<file path="src/rtl/f3_pkg.sv">
// Shared GF(3) definitions for the arithmetic layer.
//   trit_t      : one GF(3) digit, 2-bit encoded
//   F3_*        : trit codes; F3_ILLEGAL is never produced by the datapath
//   f3_sanitize : maps the illegal code onto zero before arithmetic
package f3_pkg;

  typedef logic [1:0] trit_t;

  localparam trit_t F3_ZERO    = 2'b00;
  localparam trit_t F3_ONE     = 2'b01;
  localparam trit_t F3_TWO     = 2'b10;
  localparam trit_t F3_ILLEGAL = 2'b11;

  function automatic trit_t f3_sanitize(trit_t t);
    return (t == F3_ILLEGAL) ? F3_ZERO : t;
  endfunction

endpackage

</file>
<file path="src/rtl/f3_sub_trit.sv">
// Combinational single-trit GF(3) subtractor: c = (a - b) mod 3.
// Ports:
//   a   in  trit_t  minuend
//   b   in  trit_t  subtrahend
//   c   out trit_t  difference, always a legal code
//   bad out 1       a or b carried the illegal code (treated as zero)
module f3_sub_trit
  import f3_pkg::*;
(
  input  trit_t a,
  input  trit_t b,
  output trit_t c,
  output logic  bad
);

  trit_t a_eff;
  trit_t b_eff;

  assign a_eff = f3_sanitize(a);
  assign b_eff = f3_sanitize(b);
  assign bad   = (a == F3_ILLEGAL) || (b == F3_ILLEGAL);

  always_comb begin
    c = F3_ZERO;
    case ({a_eff, b_eff})
      {F3_ZERO, F3_ZERO}: c = F3_ZERO;
      {F3_ZERO, F3_ONE }: c = F3_TWO;
      {F3_ZERO, F3_TWO }: c = F3_ONE;
      {F3_ONE,  F3_ZERO}: c = F3_ONE;
      {F3_ONE,  F3_ONE }: c = F3_ZERO;
      {F3_ONE,  F3_TWO }: c = F3_TWO;
      {F3_TWO,  F3_ZERO}: c = F3_TWO;
      {F3_TWO,  F3_ONE }: c = F3_ONE;
      {F3_TWO,  F3_TWO }: c = F3_ZERO;
      // Sanitized operands never reach the illegal code.
      default:            c = F3_ZERO;
    endcase
  end

endmodule

</file>
<file path="src/rtl/f3_subtractor.sv">
// Registered GF(3) vector subtractor: C[i] = (A[i] - B[i]) mod 3, trit-wise, no carries.
// Parameters:
//   M          number of trits per operand (bus width 2*M)
// Ports:
//   clk        clock, rising edge
//   rst_n      asynchronous active-low reset
//   in_valid   A/B hold an operand pair this cycle
//   A, B       operands, trit i in bits [2i+1:2i]
//   out_valid  C/err hold the result of the pair accepted on the previous edge
//   C          registered difference
//   err        some input trit of the accepted pair was the illegal code
module f3_subtractor
  import f3_pkg::*;
#(
  parameter int unsigned M = 1
) (
  input  logic           clk,
  input  logic           rst_n,
  input  logic           in_valid,
  input  logic [2*M-1:0] A,
  input  logic [2*M-1:0] B,
  output logic           out_valid,
  output logic [2*M-1:0] C,
  output logic           err
);

  logic [2*M-1:0] c_d;
  logic [M-1:0]   bad;

  logic [2*M-1:0] c_q;
  logic           err_q;
  logic           valid_q;

  for (genvar i = 0; i < M; i++) begin : g_trit
    f3_sub_trit u_trit (
      .a  (A[2*i +: 2]),
      .b  (B[2*i +: 2]),
      .c  (c_d[2*i +: 2]),
      .bad(bad[i])
    );
  end

  // Result bank only loads on accepted pairs so it holds across idle cycles.
  always_ff @(posedge clk or negedge rst_n) begin
    if (!rst_n) begin
      c_q     <= '0;
      err_q   <= 1'b0;
      valid_q <= 1'b0;
    end else begin
      valid_q <= in_valid;
      if (in_valid) begin
        c_q   <= c_d;
        err_q <= |bad;
      end
    end
  end

  assign C         = c_q;
  assign err       = err_q;
  assign out_valid = valid_q;

endmodule

</file>
<file path="config.mk">
export PLATFORM = sky130hd
export DESIGN_NAME = f3_subtractor
export DESIGN_NICKNAME = d
export VERILOG_FILES = /design/src/rtl/f3_pkg.sv /design/src/rtl/f3_sub_trit.sv /design/src/rtl/f3_subtractor.sv
export SDC_FILE = /design/constraint.sdc
export NUM_CORES = 1
export LEC_CHECK = 0
export CAP_MARGIN = 30
export CORE_AREA = 2 2 39 41
export DETAILED_ROUTE_END_ITERATION = 10
export DIE_AREA = 0 0 41 43
export SYNTH_ARGS = -nofsm -noshare
export SYNTH_HDL_FRONTEND = slang
export SYNTH_SLANG_ARGS = --single-unit
export TNS_END_PERCENT = 20
</file>
<file path="constraint.sdc">
create_clock -name clk -period 1.7 [get_ports clk]
set_input_delay 0.51 -clock clk [delete_from_list [all_inputs] [get_ports clk]]
set_output_delay 0.51 -clock clk [all_outputs]
set_load 0.02 [all_outputs]
</file>
==> Implementation_results.wiki <==
{| class="wikitable"
! Metric !! Value
|-
| Average cell area after synthesis || 10.11 um2
|-
| Die area || 1763 um2
|-
| Vias/cell || 4.105
|-
| Cells along the critical path || clkdlybuf4s50_1
|-
| Category of cells accounting for the largest share of critical-path delay || buffers and inverters
|-
| Number of warning messages in the yosys log || 0
|-
| Number of hold buffers added after cts || 0
|-
| Initial standard-cell utilization of the core || 17.54%
|-
| Wire length on met3 || 26 um
|-
| Final critical delay including setup and external delays || 1.641 ns
|-
| Cell Pwr Density || 722.5 nW/um2
|-
| Antenna violations before repair || 0
|-
| Routed metal-1 wire length || 210 um
|-
| Overall fraction of global-route tracks in use || 7.460%
|-
| Utilization after layout || 30.38%
|-
| CP required || 1.19 ns
|-
| Proportion of power drawn by the clock network || 37.7%
|-
| Root buffer cell || clkbuf_4
|-
| DRT Pass-1 Iters || 1
|-
| IO Port Bufs || 10
|-
| Setup repair after global routing missed its margin || false
|-
| Post-route worst setup slack || 0.05914 ns
|-
| Comb pwr share || 26.1%
|-
| Kind of path behind the tightest hold check || in2async
|-
| Placed wire-length estimate after detailed placement || 407.1 um
|-
| Highest metal layer with signal wires || met4
|-
| Number of distinct library cell variants in the gate-level netlist after synthesis || 15
|-
| Instance count of the mapped netlist || 24
|-
| Mean routed wirelength per cell || 8.105 um
|-
| Switching power of the nets || 0.07682 mW
|-
| Inserted Clock Buffers || 3
|-
| Total number of vias || 234
|-
| Clock slew seen by the registers of the worst setup and hold paths || 0.03 ns
|-
| Vias in the first global route || 230
|-
| Sum of met2 wire segment lengths after detailed routing || 216 um
|-
| Maximum buffer depth of the clock tree || 2
|-
| Run status || complete, no violations
|-
| Width of the chip || 41 um
|-
| Final hold violation count || 0
|-
| Tightest Pin Transition || 0.2727 ns
|-
| Boundary Pins || 11
|-
| Sum of buffers and inverters on the critical path || 1
|-
| Critical setup path kind || reg2out
|-
| Residual antenna-violating net count after detailed routing || 0
|-
| Synthesized netlist net count || 34
|-
| Number of nets in the layout || 53
|-
| Antenna fix cells || 0
|-
| Global-route wire length before repair || 821 um
|-
| Switching part of the total || 25.29%
|-
| Maximum number of pins on one net before global-route repair || 5
|-
| Height of the die || 43 um
|-
| TritonCTS clock tree || done
|-
| Achievable frequency || 609.4 MHz
|-
| Type of destination of the critical path || output port
|-
| Placer's final routability congestion estimate || 0.6724
|-
| Max incr delay on CP || 0.59 ns
|-
| Post-route clock skew || 0 ns
|-
| Critical Path Start Type || register
|-
| Fraction of the cycle the final worst path needs || 96.52%
|-
| Count of standard-cell rows || 14
|-
| Routed wire length || 462 um
|-
| Clock Sink Count || 4
|-
| Sequential share of power || 36.2%
|-
| Slowest-stage cell, CP || clkdlybuf4s50_1
|-
| Commonest cells after routing, fill and taps aside || clkdlybuf4s50_1, dfrtp_1, inv_1, buf_4
|-
| Share of post-route cells with drive strength above 1 || 19.51%
|-
| Static Leak || 0.2277 nW
|-
| Cell internal pwr || 0.2269 mW
|-
| Worst-path maximum fanout || 1
|-
| Sequential element share of the synthesized area || 41.24%
|-
| Final setup violation count || 0
|-
| Place WS || -0.1937 ns
|-
| Total congestion overflow || 0
|-
| Detailed-route DRC error count || 0
|-
| 1st-iter DRT viols || 0
|-
| Number of register bits inferred by synthesis || 4
|-
| Combined area of all synthesized cells || 242.7 um2
|-
| Core region area || 1384 um2
|-
| Maximum capacitance violations || 0
|-
| CTS H-Tree Depth || 1
|-
| Later-pin clock latency in the skew report || 0.23 ns
|-
| Synth-to-Final Area Change || 73.20%
|-
| Number of pins with negative max-slew slack in the final report || 0
|-
| IR drop worst, VDD || 248.7 uV
|-
| Most frequent standard cell in the layout excluding fill and tap cells || clkdlybuf4s50_1
|-
| Max_slew headroom || 81.59%
|-
| Data arrival, critical path || 1.13 ns
|}
what timing repair did:
item                       in CTS  in global routing
pin swaps                       0                  0
setup endpoints to repair       2                  2
resized for setup               2                  3
setup buffers                   0                  0
worst paths after layout:
kind | from | to | slack (ns) | depth (start not counted)
max | out_valid | out_valid | 0.06 | 1
min | rst_n | out_valid | 0.48 | 1
max reg2reg | C[1] | C[1] | 1.03 | 2
min reg2reg | C[0] | C[0] | 0.48 | 1
max in group asynchronous | rst_n | C[0] | 1.05 | 1
min in group clk | C[0] | C[0] | 0.48 | 1
worst reg2reg max path, stage by stage (launching register included):
cell      delay [ns]
dfrtp_1         0.37
nand2_1         0.06
o311ai_0        0.10
flip-flops by register name, indices dropped and copies added (netlist names):
signal and flops:
C 2, out_valid 1, err 1
kinds of logic (layout without fill, tap and decap cells):
family / count (synthesis) / after routing / synth area share [%]
buffers and inverters: 4 / 21 / 6.184
muxes: 2 / 2 / 8.763
adders and majority gates: 3 / 3 / 15.47
DFF: 4 / 4 / 41.24
and+or+nand+nor: 5 / 5 / 10.82
AOI/OAI and AO/OA: 6 / 6 / 17.53
cell usage after synthesis:
| master | number | area, um2 |
|---|---|---|
| a31o_1 | 1 | 8.760 |
| o22ai_1 | 1 | 6.260 |
| o2bb2ai_1 | 1 | 8.760 |
| or2b_1 | 1 | 7.510 |
| a21oi_1 | 2 | 10.01 |
| mux2_2 | 1 | 11.26 |
| ha_1 | 3 | 37.54 |
| dfrtp_1 | 4 | 100.1 |
| nand3_1 | 1 | 5.000 |
| mux2i_1 | 1 | 10.01 |
| nor2_1 | 1 | 3.750 |
| o311ai_0 | 1 | 8.760 |
| nand2b_1 | 1 | 6.260 |
| inv_1 | 4 | 15.01 |
| nand2_1 | 1 | 3.750 |
stage by stage:
stage	power [mW]	TNS, ns	hold WS (ns)	area [um2]	cells
floorplan	0.1462	0	0.2144	242.7	24
global placement	0.1969	-0.2010	0.4908	392.9	54
detailed placement	0.1973	-0.2571	0.4823	392.9	54
CTS	0.3151	0	0.4800	412.9	57
global route	0.3268	0	0.4951	420.4	57
finish	0.3038	0	0.4814	420.4	57
power groups by stage:
stage	registers, mW	clock network [mW]	logic, mW
after CTS	0.110	0.123	0.0821
after detailed placement	0.112	0	0.0858
final	0.110	0.115	0.0793
after global placement	0.112	0	0.0849
after global routing	0.111	0.128	0.0877
after floorplan	0.124	0	0.0227
layout make-up:
type,count,area [um2]
fillers,150,963.4
repair buffers,14,135.1
multi-input cells,16,127.6
flip-flops and latches,4,100.1
clock buffers,3,22.52
well taps,16,20.02
inverters,4,15.01
metal layers:
metal  up-vias  track usage (%)
met5         -                0
met4         0            8.000
met3         2            3.141
met2         8            8.438
met1       105            9.446
li1        119                -
Power figures use the tool's default switching activity.
